**src/rtl/program_loader.sv**
```systemverilog
// Boot loader: receives a framed program over a byte valid/ready handshake, writes
// big-endian 32-bit words to instruction memory and releases the CPU on a good checksum.
module program_loader #(
   parameter int                    ADDR_WIDTH    = 32,
   parameter int                    MAX_WORDS     = 256,
   parameter logic [ADDR_WIDTH-1:0] BASE_ADDRESS  = {ADDR_WIDTH{1'b0}},
   parameter logic [7:0]            SYNC_BYTE     = 8'hA5,
   parameter logic                  HOLD_AT_RESET = 1'b1
) (
   input  logic                  clock,
   input  logic                  reset,
   input  logic [7:0]            byteIn,
   input  logic                  byteValid,
   output logic                  byteReady,
   output logic [ADDR_WIDTH-1:0] memAddress,
   output logic [31:0]           memWriteData,
   output logic                  memWrite,
   output logic                  cpuHold,
   output logic                  done,
   output logic                  error,
   output logic [15:0]           wordCount
);

   typedef enum logic [2:0] {
      S_IDLE   = 3'd0,
      S_LEN_HI = 3'd1,
      S_LEN_LO = 3'd2,
      S_DATA   = 3'd3,
      S_WRITE  = 3'd4,
      S_CHECK  = 3'd5,
      S_DONE   = 3'd6,
      S_ERROR  = 3'd7
   } state_t;

   localparam logic [16:0] MAX_WORDS_C = 17'(MAX_WORDS);

   // Running XOR checksum over data bytes.
   function automatic logic [7:0] chk_next(input logic [7:0] acc, input logic [7:0] b);
      return acc ^ b;
   endfunction

   state_t                  state_r, state_n;
   logic [15:0]             len_r, len_n;
   logic [23:0]             word_r, word_n;
   logic [1:0]              byte_cnt_r, byte_cnt_n;
   logic [7:0]              chk_r, chk_n;
   logic [15:0]             word_count_r, word_count_n;
   logic [ADDR_WIDTH-1:0]   addr_r, addr_n;
   logic [31:0]             data_r, data_n;
   logic                    mem_write_r, mem_write_n;
   logic                    hold_r, hold_n;
   logic                    done_r, done_n;
   logic                    error_r, error_n;
   logic                    ready_r, ready_n;
   logic                    transfer_s;
   logic [15:0]             len_v_s;
   logic [15:0]             wc_inc_s;

   assign transfer_s = byteValid & ready_r;

   // State register and registered datapath/outputs.
   always_ff @(posedge clock or negedge reset) begin
      if (!reset) begin
         state_r      <= S_IDLE;
         len_r        <= 16'd0;
         word_r       <= 24'd0;
         byte_cnt_r   <= 2'd0;
         chk_r        <= 8'd0;
         word_count_r <= 16'd0;
         addr_r       <= BASE_ADDRESS;
         data_r       <= 32'd0;
         mem_write_r  <= 1'b0;
         hold_r       <= HOLD_AT_RESET;
         done_r       <= 1'b0;
         error_r      <= 1'b0;
         ready_r      <= 1'b1;
      end else begin
         state_r      <= state_n;
         len_r        <= len_n;
         word_r       <= word_n;
         byte_cnt_r   <= byte_cnt_n;
         chk_r        <= chk_n;
         word_count_r <= word_count_n;
         addr_r       <= addr_n;
         data_r       <= data_n;
         mem_write_r  <= mem_write_n;
         hold_r       <= hold_n;
         done_r       <= done_n;
         error_r      <= error_n;
         ready_r      <= ready_n;
      end
   end

   // Next-state and next-output logic.
   always_comb begin
      state_n      = state_r;
      len_n        = len_r;
      word_n       = word_r;
      byte_cnt_n   = byte_cnt_r;
      chk_n        = chk_r;
      word_count_n = word_count_r;
      addr_n       = addr_r;
      data_n       = data_r;
      mem_write_n  = 1'b0;
      hold_n       = hold_r;
      done_n       = done_r;
      error_n      = error_r;
      len_v_s      = {len_r[15:8], byteIn};
      wc_inc_s     = word_count_r + 16'd1;

      case (state_r)
         S_IDLE, S_DONE, S_ERROR: begin
            if (transfer_s && (byteIn == SYNC_BYTE)) begin
               state_n      = S_LEN_HI;
               done_n       = 1'b0;
               error_n      = 1'b0;
               word_count_n = 16'd0;
               chk_n        = 8'd0;
               byte_cnt_n   = 2'd0;
               hold_n       = 1'b1;
            end else begin
               state_n = state_r;
            end
         end
         S_LEN_HI: begin
            if (transfer_s) begin
               len_n   = {byteIn, 8'd0};
               state_n = S_LEN_LO;
            end else begin
               state_n = state_r;
            end
         end
         S_LEN_LO: begin
            if (transfer_s) begin
               len_n = len_v_s;
               if ({1'b0, len_v_s} > MAX_WORDS_C) begin
                  state_n = S_ERROR;
                  error_n = 1'b1;
               end else if (len_v_s == 16'd0) begin
                  state_n = S_CHECK;
               end else begin
                  state_n = S_DATA;
               end
            end else begin
               state_n = state_r;
            end
         end
         S_DATA: begin
            if (transfer_s) begin
               word_n     = {word_r[15:0], byteIn};
               chk_n      = chk_next(chk_r, byteIn);
               byte_cnt_n = byte_cnt_r + 2'd1;
               if (byte_cnt_r == 2'd3) begin
                  // Word address uses the count before the post-write increment.
                  state_n     = S_WRITE;
                  mem_write_n = 1'b1;
                  data_n      = {word_r, byteIn};
                  addr_n      = BASE_ADDRESS + ADDR_WIDTH'({word_count_r, 2'b00});
               end else begin
                  state_n = S_DATA;
               end
            end else begin
               state_n = state_r;
            end
         end
         S_WRITE: begin
            word_count_n = wc_inc_s;
            if (wc_inc_s < len_r) begin
               state_n = S_DATA;
            end else begin
               state_n = S_CHECK;
            end
         end
         S_CHECK: begin
            if (transfer_s) begin
               if (byteIn == chk_r) begin
                  state_n = S_DONE;
                  done_n  = 1'b1;
                  hold_n  = 1'b0;
               end else begin
                  state_n = S_ERROR;
                  error_n = 1'b1;
               end
            end else begin
               state_n = state_r;
            end
         end
         default: begin
            state_n = S_IDLE;
         end
      endcase

      ready_n = (state_n != S_WRITE);
   end

   assign byteReady    = ready_r;
   assign memAddress   = addr_r;
   assign memWriteData = data_r;
   assign memWrite     = mem_write_r;
   assign cpuHold      = hold_r;
   assign done         = done_r;
   assign error        = error_r;
   assign wordCount    = word_count_r;

endmodule
```
**config.mk**
```make
export PLATFORM = sky130hd
export DESIGN_NAME = program_loader
export DESIGN_NICKNAME = d
export VERILOG_FILES = /design/src/rtl/program_loader.sv
export SDC_FILE = /design/constraint.sdc
export NUM_CORES = 1
export LEC_CHECK = 0
export BUFFER_PORTS_ARGS = -buffer_cell sky130_fd_sc_hd__buf_2
export CAP_MARGIN = 40
export CORE_ASPECT_RATIO = 1.5
export CORE_MARGIN = 2
export CORE_UTILIZATION = 50
export CTS_BUF_LIST = sky130_fd_sc_hd__clkbuf_16
export CTS_CLUSTER_DIAMETER = 80
export DETAILED_ROUTE_END_ITERATION = 10
export HOLD_SLACK_MARGIN = 0.02
export PLACE_DENSITY = 0.8
export SLEW_MARGIN = 15
export SYNTH_ARGS = -nofsm -noshare
export SYNTH_HDL_FRONTEND = slang
export SYNTH_SLANG_ARGS = --single-unit
```
**constraint.sdc**
```tcl
create_clock -name clock -period 2.4 [get_ports clock]
set_input_delay 0.12 -clock clock [delete_from_list [all_inputs] [get_ports clock]]
set_output_delay 0.12 -clock clock [all_outputs]
set_load 0.005 [all_outputs]
```
==> results of run 1 <==
==> per-stage QoR <==
step	TNS [ps]	hold WS [ps]	instances	total power [mW]
after floorplan	-158	-176	591	5.13
after global placement	-169	59.8	814	6.12
after detailed placement	-402	53.9	814	6.31
after CTS	-390	20.8	854	9.12
after global routing	-1140	36.1	859	9.90
final	-882	28.4	859	9.32
==> registers in the layout, summed over array words and instances (netlist names), 2 cells and up <==
name / flops
byte_cnt_r: 2
memAddress: 16
state_r: 3
chk_r: 8
wordCount: 16
len_r: 16
memWriteData: 32
word_r: 24
==> critical path, cell delays in order, from the launching register on <==
cell and delay (ps):
dfrtp_1 380, buf_4 130, and4_4 240, nand4_1 180
nor2_4 240, nand3_2 130, xnor2_1 230, ha_1 310
nand2_2 120, nor2_4 60, o211ai_1 130, o31ai_4 140
nor4_2 290, o211ai_1 160
==> power breakdown <==
| group | internal (mW) | switching [mW] |
|---|---|---|
| registers | 2.86 | 0.582 |
| logic | 1.50 | 1.68 |
| clock network | 1.80 | 0.889 |
| total | 6.17 | 3.15 |
==> logic make-up (layout without fill, tap and decap cells) <==
family	after synthesis	after routing	synth area share
simple gates	212	212	0.163
xor+xnor	24	24	0.0363
buf+inv	65	183	0.0546
flops	122	122	0.527
compound gates	88	88	0.0901
fa+ha+maj	17	17	0.0367
mux	47	47	0.0911
other cells	1	16	0.000647
==> worst min path at each step <==
stage / to / slack [ps] / depth (start not counted)
finish: len_r[2] / 30 / 3
global route: len_r[5] / 40 / 3
CTS: len_r[2] / 20 / 3
detailed placement: memAddress[6] / 50 / 1
global placement: memAddress[6] / 60 / 1
floorplan: byte_cnt_r[0] / -180 / 0
==> cells in the mapped netlist (2+ instances only) <==
cell	instances	area share
nand2_1	131	0.085
dfrtp_1	120	0.52
mux2_2	46	0.089
o21ai_0	39	0.034
nor2_1	27	0.017
clkbuf_1	23	0.015
inv_1	19	0.012
buf_4	17	0.022
ha_1	17	0.037
a21oi_1	15	0.013
nand3_1	15	0.013
xor2_1	15	0.023
xnor2_1	9	0.014
nor4_1	6	0.0065
a31oi_1	5	0.0054
and3_1	5	0.0054
nand4_1	5	0.0054
o21ai_1	5	0.0043
o31ai_1	5	0.0065
a22o_1	4	0.0060
buf_1	4	0.0026
and2_1	3	0.0032
o211ai_1	3	0.0039
or3_1	3	0.0032
and4_1	2	0.0030
dfstp_2	2	0.0091
nand2b_1	2	0.0022
o21a_1	2	0.0026
or2_2	2	0.0022
==> repair_timing <==
action / CTS / global route
resized for setup: 5 / 20
endpoints found under the hold margin: 73 / 0
endpoints found under the setup margin: 2 / 2
pin swaps: 9 / 25
buffers inserted: 6 / 5
hold buffers: 4 / 0
==> routing by layer <==
layer	up-vias	global-route usage
met4	0	0.102
met1	2296	0.248
met5	-	0
li1	2163	-
met3	44	0.0554
met2	200	0.410
==> final cells by class <==
class / instances / area share
Inverter: 19 / 0.00965
Sequential cell: 122 / 0.413
Clock inverter: 13 / 0.0252
Tap cell: 150 / 0.0254
Multi-Input combinational cell: 404 / 0.355
Timing Repair Buffer: 134 / 0.113
Clock buffer: 17 / 0.0576
==> results.sh, run 1 <==
export IMPL_worstHoldStart="byteIn[2]"
export IMPL_die_w_um=91.9
export IMPL_postSynthAreaPerCell_um2=10.1
export IMPL_layout_cells_most_common="nand2_1"
export IMPL_drive_above_1_share=0.334
export IMPL_reg2reg_depth=13
export IMPL_rsz0062_at_grt="true"
export IMPL_dr_wl_met3_um=748
export IMPL_antenna_found_initial=0
export IMPL_finalInstanceArea_um2=7390
export IMPL_power_density_nw_per_um2=1260
export IMPL_root_buffer="clkbuf_16"
export IMPL_vias_per_cell=5.47
export IMPL_path_class="reg -> reg"
export IMPL_crit_fanout=4
export IMPL_routed_wl_um=14100
export IMPL_core_um2=11400
export IMPL_grtUsageTotal=0.226
export IMPL_io_buffer_count=79
export IMPL_drv_slew=0
export IMPL_leakage_nw=3.90
export IMPL_synth_cells=576
export IMPL_fill_cells=863
export IMPL_tightest_slew_ps=675
export IMPL_min_path_type="in -> reg"
export IMPL_drv_cap=0
export IMPL_clock_latency_ps=420
export IMPL_routedWlPerCell_um=16.4
export IMPL_cp_arrival_ps=3140
export IMPL_async_reset_ff_frac=1.00
export IMPL_synth_edf_count=0
export IMPL_ys_ff_latch=122
export IMPL_htree_levels=4
export IMPL_violations="setup timing"
export IMPL_fmax_mhz=349
export IMPL_netlist_area_um2=5790
export IMPL_crit_required_ps=2680
export IMPL_drt_pass1_iterations=5
export IMPL_slew_headroom=0.550
export IMPL_globalplace_congestion=0.884
export IMPL_status="finished with violations"
export IMPL_fin_util=0.648
export IMPL_antenna_left=0
export IMPL_syn_to_final_growth_pct=27.6
export IMPL_final_setup_viol_count=2
export IMPL_io_pins=96
export IMPL_worstSetupEndpointType="register"
export IMPL_crit_end="state_r[2]"
export IMPL_hold_viol_final=0
export IMPL_cp_startpoint="wordCount[0]"
export IMPL_overflow=0
export IMPL_most_common_layout_cells="126 x nand2_1, 120 x dfrtp_1, 78 x buf_2"
export IMPL_grt_max_degree=47
export IMPL_finalCriticalPeriod_ps=2870
export IMPL_skew_ps=7.93
export IMPL_yosysWarnings=0
export IMPL_multi_input_area_um2=2630
export IMPL_cts_sinks=122
export IMPL_ir_drop_mv=0.684
export IMPL_cts_buffers=17
export IMPL_placed_area_um2=6540
export IMPL_die_area_um2=12500
export IMPL_ys_seq_area_frac=0.527
export IMPL_clkTransAtPathRegs_ps=60
export IMPL_met2WireLength_um=7530
export IMPL_drt_iter0_markers=343
export IMPL_initial_core_util=0.508
export IMPL_route_detailed_drc=0
export IMPL_reg2reg_from="wordCount[0]"
export IMPL_num_rows=48
export IMPL_ff_latch_area_um2=3060
export IMPL_timing_rr_end="state_r[2]"
export IMPL_synth_main_ff_cell="dfrtp_1"
export IMPL_reg2reg_slack_ps=-470
export IMPL_grt_pass1_wl_um=22300
export IMPL_die_h_um=136
export IMPL_nNetsFinal=726
export IMPL_dpl_hpwl_um=9230
export IMPL_clockBufferDepth=2
export IMPL_post_route_period_util=1.19
export IMPL_ys_types=54
export IMPL_place_ws_ps=-264
export IMPL_wl_met1_um=5360
export IMPL_num_vias=4703
export IMPL_dr_max_layer_used="met4"
export IMPL_antennaDiodeCount=0
export IMPL_cts_tree="built"
export IMPL_grt_pass1_vias=4757
export IMPL_start_kind="register"
export IMPL_finalWorstSetupSlack_ps=-466
No activity file was read; power rests on OpenSTA's default activity.
==> run 2: changes to the inputs <==
--- a/config.mk
+++ b/config.mk
@@ -15,6 +15,7 @@
 export DETAILED_ROUTE_END_ITERATION = 10
 export HOLD_SLACK_MARGIN = 0.02
 export PLACE_DENSITY = 0.8
+export SKIP_CTS_REPAIR_TIMING = 1
 export SLEW_MARGIN = 15
 export SYNTH_ARGS = -nofsm -noshare
 export SYNTH_HDL_FRONTEND = slang
==> constraint.sdc (replaced) <==
create_clock -name clock -period 2.4 [get_ports clock]
set_input_delay 0.36 -clock clock [delete_from_list [all_inputs] [get_ports clock]]
set_output_delay 0.36 -clock clock [all_outputs]
set_load 0.005 [all_outputs]
==> results.sh, run 2 (same netlist as run 1, synthesis figures left out) <==
export IMPL_drv_slew=0
export IMPL_core_um2=11400
export IMPL_initial_core_util=0.508
export IMPL_clockBufferDepth=2
export IMPL_worstSetupEndpointType="register"
export IMPL_place_ws_ps=-347
export IMPL_timing_rr_end="state_r[2]"
export IMPL_status="finished with violations"
export IMPL_whs_path_depth=3
export IMPL_whs_endpoint="len_r[2]"
export IMPL_largest_register_ffs=32
export IMPL_multi_input_area_um2=2540
export IMPL_cp_cell_sequence="and4_2 > nand4_1 > nor2_4 > nand3_1 > xnor2_1 > ha_1 > nand2_1 > nor2_2 > nand2_1 > o31ai_4 > nor4_2 > o211ai_1"
export IMPL_cp_num_buf_inv=0
export IMPL_reg2reg_from="wordCount[3]"
export IMPL_dpl_hpwl_um=9520
export IMPL_slew_headroom=0.537
export IMPL_cts_sinks=122
export IMPL_antennaDiodeCount=0
export IMPL_power_density_nw_per_um2=1230
export IMPL_ff_latch_area_um2=3060
export IMPL_reg2reg_depth=12
export IMPL_finalWorstSetupSlack_ps=-258
export IMPL_clkTransAtPathRegs_ps=60
export IMPL_drv_cap=0
export IMPL_start_kind="register"
export IMPL_drt_pass1_iterations=4
export IMPL_cpPeakStageDelay_ps=400
export IMPL_cts_buffers=17
export IMPL_placed_area_um2=6570
export IMPL_crit_fanout=4
export IMPL_fmax_mhz=376
export IMPL_cpMostUsedCell="nand2_1"
export IMPL_crit_required_ps=2720
export IMPL_drt_iter0_markers=286
export IMPL_grt_pass1_wl_um=22400
export IMPL_routedWlPerCell_um=16.0
export IMPL_grt_pass1_vias=4721
export IMPL_leakage_nw=3.76
export IMPL_fill_cells=902
export IMPL_crit_family="simple AND/OR/NAND/NOR gates"
export IMPL_reg2reg_slack_ps=-260
export IMPL_drive_above_1_share=0.310
export IMPL_min_path_type="in -> reg"
export IMPL_cts_tree="built"
export IMPL_crit_slowest_cell="dfrtp_1"
export IMPL_globalplace_congestion=0.894
export IMPL_grtUsageTotal=0.227
export IMPL_ir_drop_mv=0.861
export IMPL_antenna_found_initial=0
export IMPL_layout_cells_most_common="nand2_1"
export IMPL_finalInstanceArea_um2=7180
export IMPL_htree_levels=4
export IMPL_finalCriticalPeriod_ps=2660
export IMPL_cp_arrival_ps=2980
export IMPL_post_route_period_util=1.11
export IMPL_die_w_um=91.9
export IMPL_num_vias=4588
export IMPL_antenna_left=0
export IMPL_io_buffer_count=79
export IMPL_grt_max_degree=44
export IMPL_syn_to_final_growth_pct=23.9
export IMPL_tightest_slew_ps=695
export IMPL_path_class="reg -> reg"
export IMPL_route_detailed_drc=0
export IMPL_vias_per_cell=5.40
export IMPL_clock_latency_ps=410
export IMPL_overflow=0
export IMPL_setup_tns_ps=-463
export IMPL_skew_ps=6.48
export IMPL_nNetsFinal=715
export IMPL_hold_viol_final=0
export IMPL_worstHoldStart="byteIn[2]"
export IMPL_die_area_um2=12500
export IMPL_root_buffer="clkbuf_16"
export IMPL_routed_wl_um=13600
export IMPL_die_h_um=136
export IMPL_num_rows=48
export IMPL_most_common_layout_cells="130 x nand2_1, 120 x dfrtp_1, 78 x buf_2"
export IMPL_final_setup_viol_count=2
export IMPL_io_pins=96
export IMPL_rsz0062_at_grt="true"
export IMPL_violations="setup timing"
==> run 2: cell count changes in the layout (fill, tap and decap cells not counted), sizes merged <==
cell and change:
dlygate4sd3 -3, inv +1, clkinv +2, buf -8
bufinv -2
==> run 2: final cells by class <==
class	instances	share of cell area
Sequential cell	122	0.426
Multi-Input combinational cell	404	0.354
Timing Repair Buffer	123	0.105
Clock buffer	17	0.0593
Tap cell	150	0.0262
Clock inverter	14	0.0197
Inverter	19	0.00994
==> run 2: routing by layer <==
metal / wire length (um) / part of all wire / global-route usage
met1: 5130 / 0.38 / 0.242
met2: 7380 / 0.54 / 0.415
met3: 608 / 0.045 / 0.0510
met4: 434 / 0.032 / 0.119
met5: 0 / 0 / 0
==> run 2: worst max-delay path by stage <==
stage	from	to	slack [ps]	cells past startpoint
5_1_grt	wordCount[3]	state_r[2]	-460	12
4_1_cts	wordCount[0]	state_r[2]	-330	12
3_5_place_dp	wordCount[0]	state_r[2]	-350	12
2_1_floorplan	wordCount[0]	state_r[2]	-150	12
3_3_place_gp	wordCount[1]	state_r[2]	-150	12
6_report	wordCount[3]	state_r[2]	-260	12
==> run 2: worst min-delay path: cells and delay by family <==
family | cells | cell delay [ps]
buf+inv | 1 | 160
simple gates | 2 | 120
==> run 2: where the power goes <==
part           internal [mW]  total, mW  switching [mW]
clock network           1.59       2.46           0.870
registers               2.86       3.44           0.580
logic                   1.38       2.93            1.55
==> run 2: per-stage QoR <==
step	hold slack (ps)	std cells	utilization	total power [mW]
2_1_floorplan	64.4	591	-	5.13
3_3_place_gp	386	816	0.576	6.13
3_5_place_dp	395	816	0.576	6.34
4_1_cts	-37.0	847	0.625	8.84
5_1_grt	271	849	0.629	9.42
6_report	268	849	0.629	8.83
==> run 3: changes to the inputs <==
--- a/config.mk
+++ b/config.mk
@@ -7,9 +7,11 @@
 export LEC_CHECK = 0
 export BUFFER_PORTS_ARGS = -buffer_cell sky130_fd_sc_hd__buf_2
 export CAP_MARGIN = 40
+export CELL_PAD_IN_SITES_DETAIL_PLACEMENT = 0
+export CELL_PAD_IN_SITES_GLOBAL_PLACEMENT = 1
 export CORE_ASPECT_RATIO = 1.5
 export CORE_MARGIN = 2
-export CORE_UTILIZATION = 50
+export CORE_UTILIZATION = 39
 export CTS_BUF_LIST = sky130_fd_sc_hd__clkbuf_16
 export CTS_CLUSTER_DIAMETER = 80
 export DETAILED_ROUTE_END_ITERATION = 10
==> results.sh, run 3 (same netlist as run 1, synthesis figures left out) <==
export IMPL_io_pins=96
export IMPL_comb_power_share=0.339
export IMPL_seq_power_share=0.388
export IMPL_syn_to_final_growth_pct=27.3
export IMPL_hold_viol_final=0
export IMPL_reg2reg_slack_ps=-280
export IMPL_finalWorstSetupSlack_ps=-283
export IMPL_nNetsFinal=728
export IMPL_worstSetupEndpointType="register"
export IMPL_grt_pass1_vias=4653
export IMPL_whs_ps=270
export IMPL_cp_arrival_ps=3000
export IMPL_slew_headroom=0.527
export IMPL_drt_pass1_iterations=5
export IMPL_min_path_type="in -> reg"
export IMPL_cts_tree="built"
export IMPL_largest_register_ffs=32
export IMPL_io_buffer_count=79
export IMPL_clkTransAtPathRegs_ps=60
export IMPL_status="finished with violations"
export IMPL_drv_cap=0
export IMPL_intPower_mw=5.77
export IMPL_die_w_um=104
export IMPL_grtUsageTotal=0.176
export IMPL_layout_cells_most_common="nand2_1"
export IMPL_clockBufferDepth=2
export IMPL_cts_sinks=122
export IMPL_crit_fanout=4
export IMPL_power_density_nw_per_um2=1200
export IMPL_core_um2=14500
export IMPL_cts_buffers=17
export IMPL_ir_drop_mv=0.568
export IMPL_globalplace_congestion=0.808
export IMPL_place_ws_ps=-289
export IMPL_fmax_mhz=373
export IMPL_drt_iter0_markers=265
export IMPL_leakage_nw=3.86
export IMPL_final_setup_viol_count=2
export IMPL_switching_share=0.349
export IMPL_route_detailed_drc=0
export IMPL_tightest_slew_ps=710
export IMPL_routed_wl_um=13300
export IMPL_violations="setup timing"
export IMPL_clock_latency_ps=410
export IMPL_initial_core_util=0.399
export IMPL_pwr_share_clk=0.273
export IMPL_drv_slew=0
export IMPL_overflow=0
export IMPL_dpl_hpwl_um=9490
export IMPL_num_rows=54
export IMPL_rsz0062_at_grt="true"
export IMPL_finalCriticalPeriod_ps=2680
export IMPL_antenna_left=0
export IMPL_antenna_found_initial=0
export IMPL_die_h_um=153
export IMPL_antennaDiodeCount=0
export IMPL_skew_ps=9.66
export IMPL_die_area_um2=15900
export IMPL_num_vias=4500
export IMPL_routedWlPerCell_um=14.7
export IMPL_start_kind="register"
export IMPL_drive_above_1_share=0.338
export IMPL_most_common_layout_cells="129 x nand2_1, 120 x dfrtp_1, 78 x buf_2"
export IMPL_fin_util=0.508
export IMPL_post_route_period_util=1.12
export IMPL_path_class="reg -> reg"
export IMPL_p_switching_mw=3.09
export IMPL_vias_per_cell=4.95
export IMPL_crit_required_ps=2720
export IMPL_root_buffer="clkbuf_16"
export IMPL_htree_levels=4
export IMPL_grt_max_degree=68
export IMPL_grt_pass1_wl_um=22600
==> run 3: cell count changes in the layout (fill, tap and decap cells not counted), sizes merged <==
cell	change
buf	+13
clkinvlp	+3
bufinv	-2
clkinv	-1
inv	+1
==> run 3: through the flow <==
| step | cells | power (mW) | setup TNS, ps | area, um2 |
|---|---|---|---|---|
| floorplan | 591 | 5.13 | -158 | 5880 |
| global placement | 867 | 6.21 | -198 | 6650 |
| detailed placement | 867 | 6.34 | -439 | 6650 |
| CTS | 899 | 8.82 | -479 | 7220 |
| global route | 909 | 9.53 | -810 | 7380 |
| finish | 909 | 8.85 | -558 | 7380 |
==> run 3: path summary, 6_finish.rpt <==
check                        startpoint      endpoint  cells past startpoint
setup / recovery           wordCount[0]    state_r[2]                     12
max in group asynchronous         reset     byteReady                      3
setup reg to reg           wordCount[0]    state_r[2]                     12
min in group asynchronous         reset  wordCount[5]                      2
hold reg to reg              word_r[22]    word_r[22]                      2
hold / removal                byteIn[2]      len_r[2]                      3
==> run 3: area by class of cell <==
class / count / area [um2]
flip-flops and latches: 122 / 3060
multi-input cells: 404 / 2590
clock buffers: 17 / 425
clock inverters: 15 / 143
repair buffers: 136 / 841
fillers: 1337 / 7150
inverters: 19 / 71.3
well taps: 196 / 245
==> run 3: per-layer routing <==
metal,up-vias,part of all wire,global-route usage
li1,2182,-,-
met1,2205,0.41,0.200
met2,102,0.55,0.320
met3,11,0.032,0.0324
met4,0,0.012,0.0779
met5,-,0,0
==> run 3: critical path: stages, from the launching register on <==
cell,delay (ps)
dfrtp_1,430
and4_4,290
nand4_1,200
nor2_4,220
nand3_2,120
xnor2_1,160
ha_1,320
nand2_1,90
nor2_2,140
nand2_1,110
o31ai_4,260
nor4_2,60
o211ai_1,180
==> run 3: power by group through the flow <==
stage | logic, mW | clock network [mW] | registers, mW
6_report | 3.00 | 2.42 | 3.43
5_1_grt | 3.41 | 2.57 | 3.55
4_1_cts | 2.92 | 2.47 | 3.43
3_5_place_dp | 2.89 | 0 | 3.45
3_3_place_gp | 2.80 | 0 | 3.41
2_1_floorplan | 1.74 | 0 | 3.39
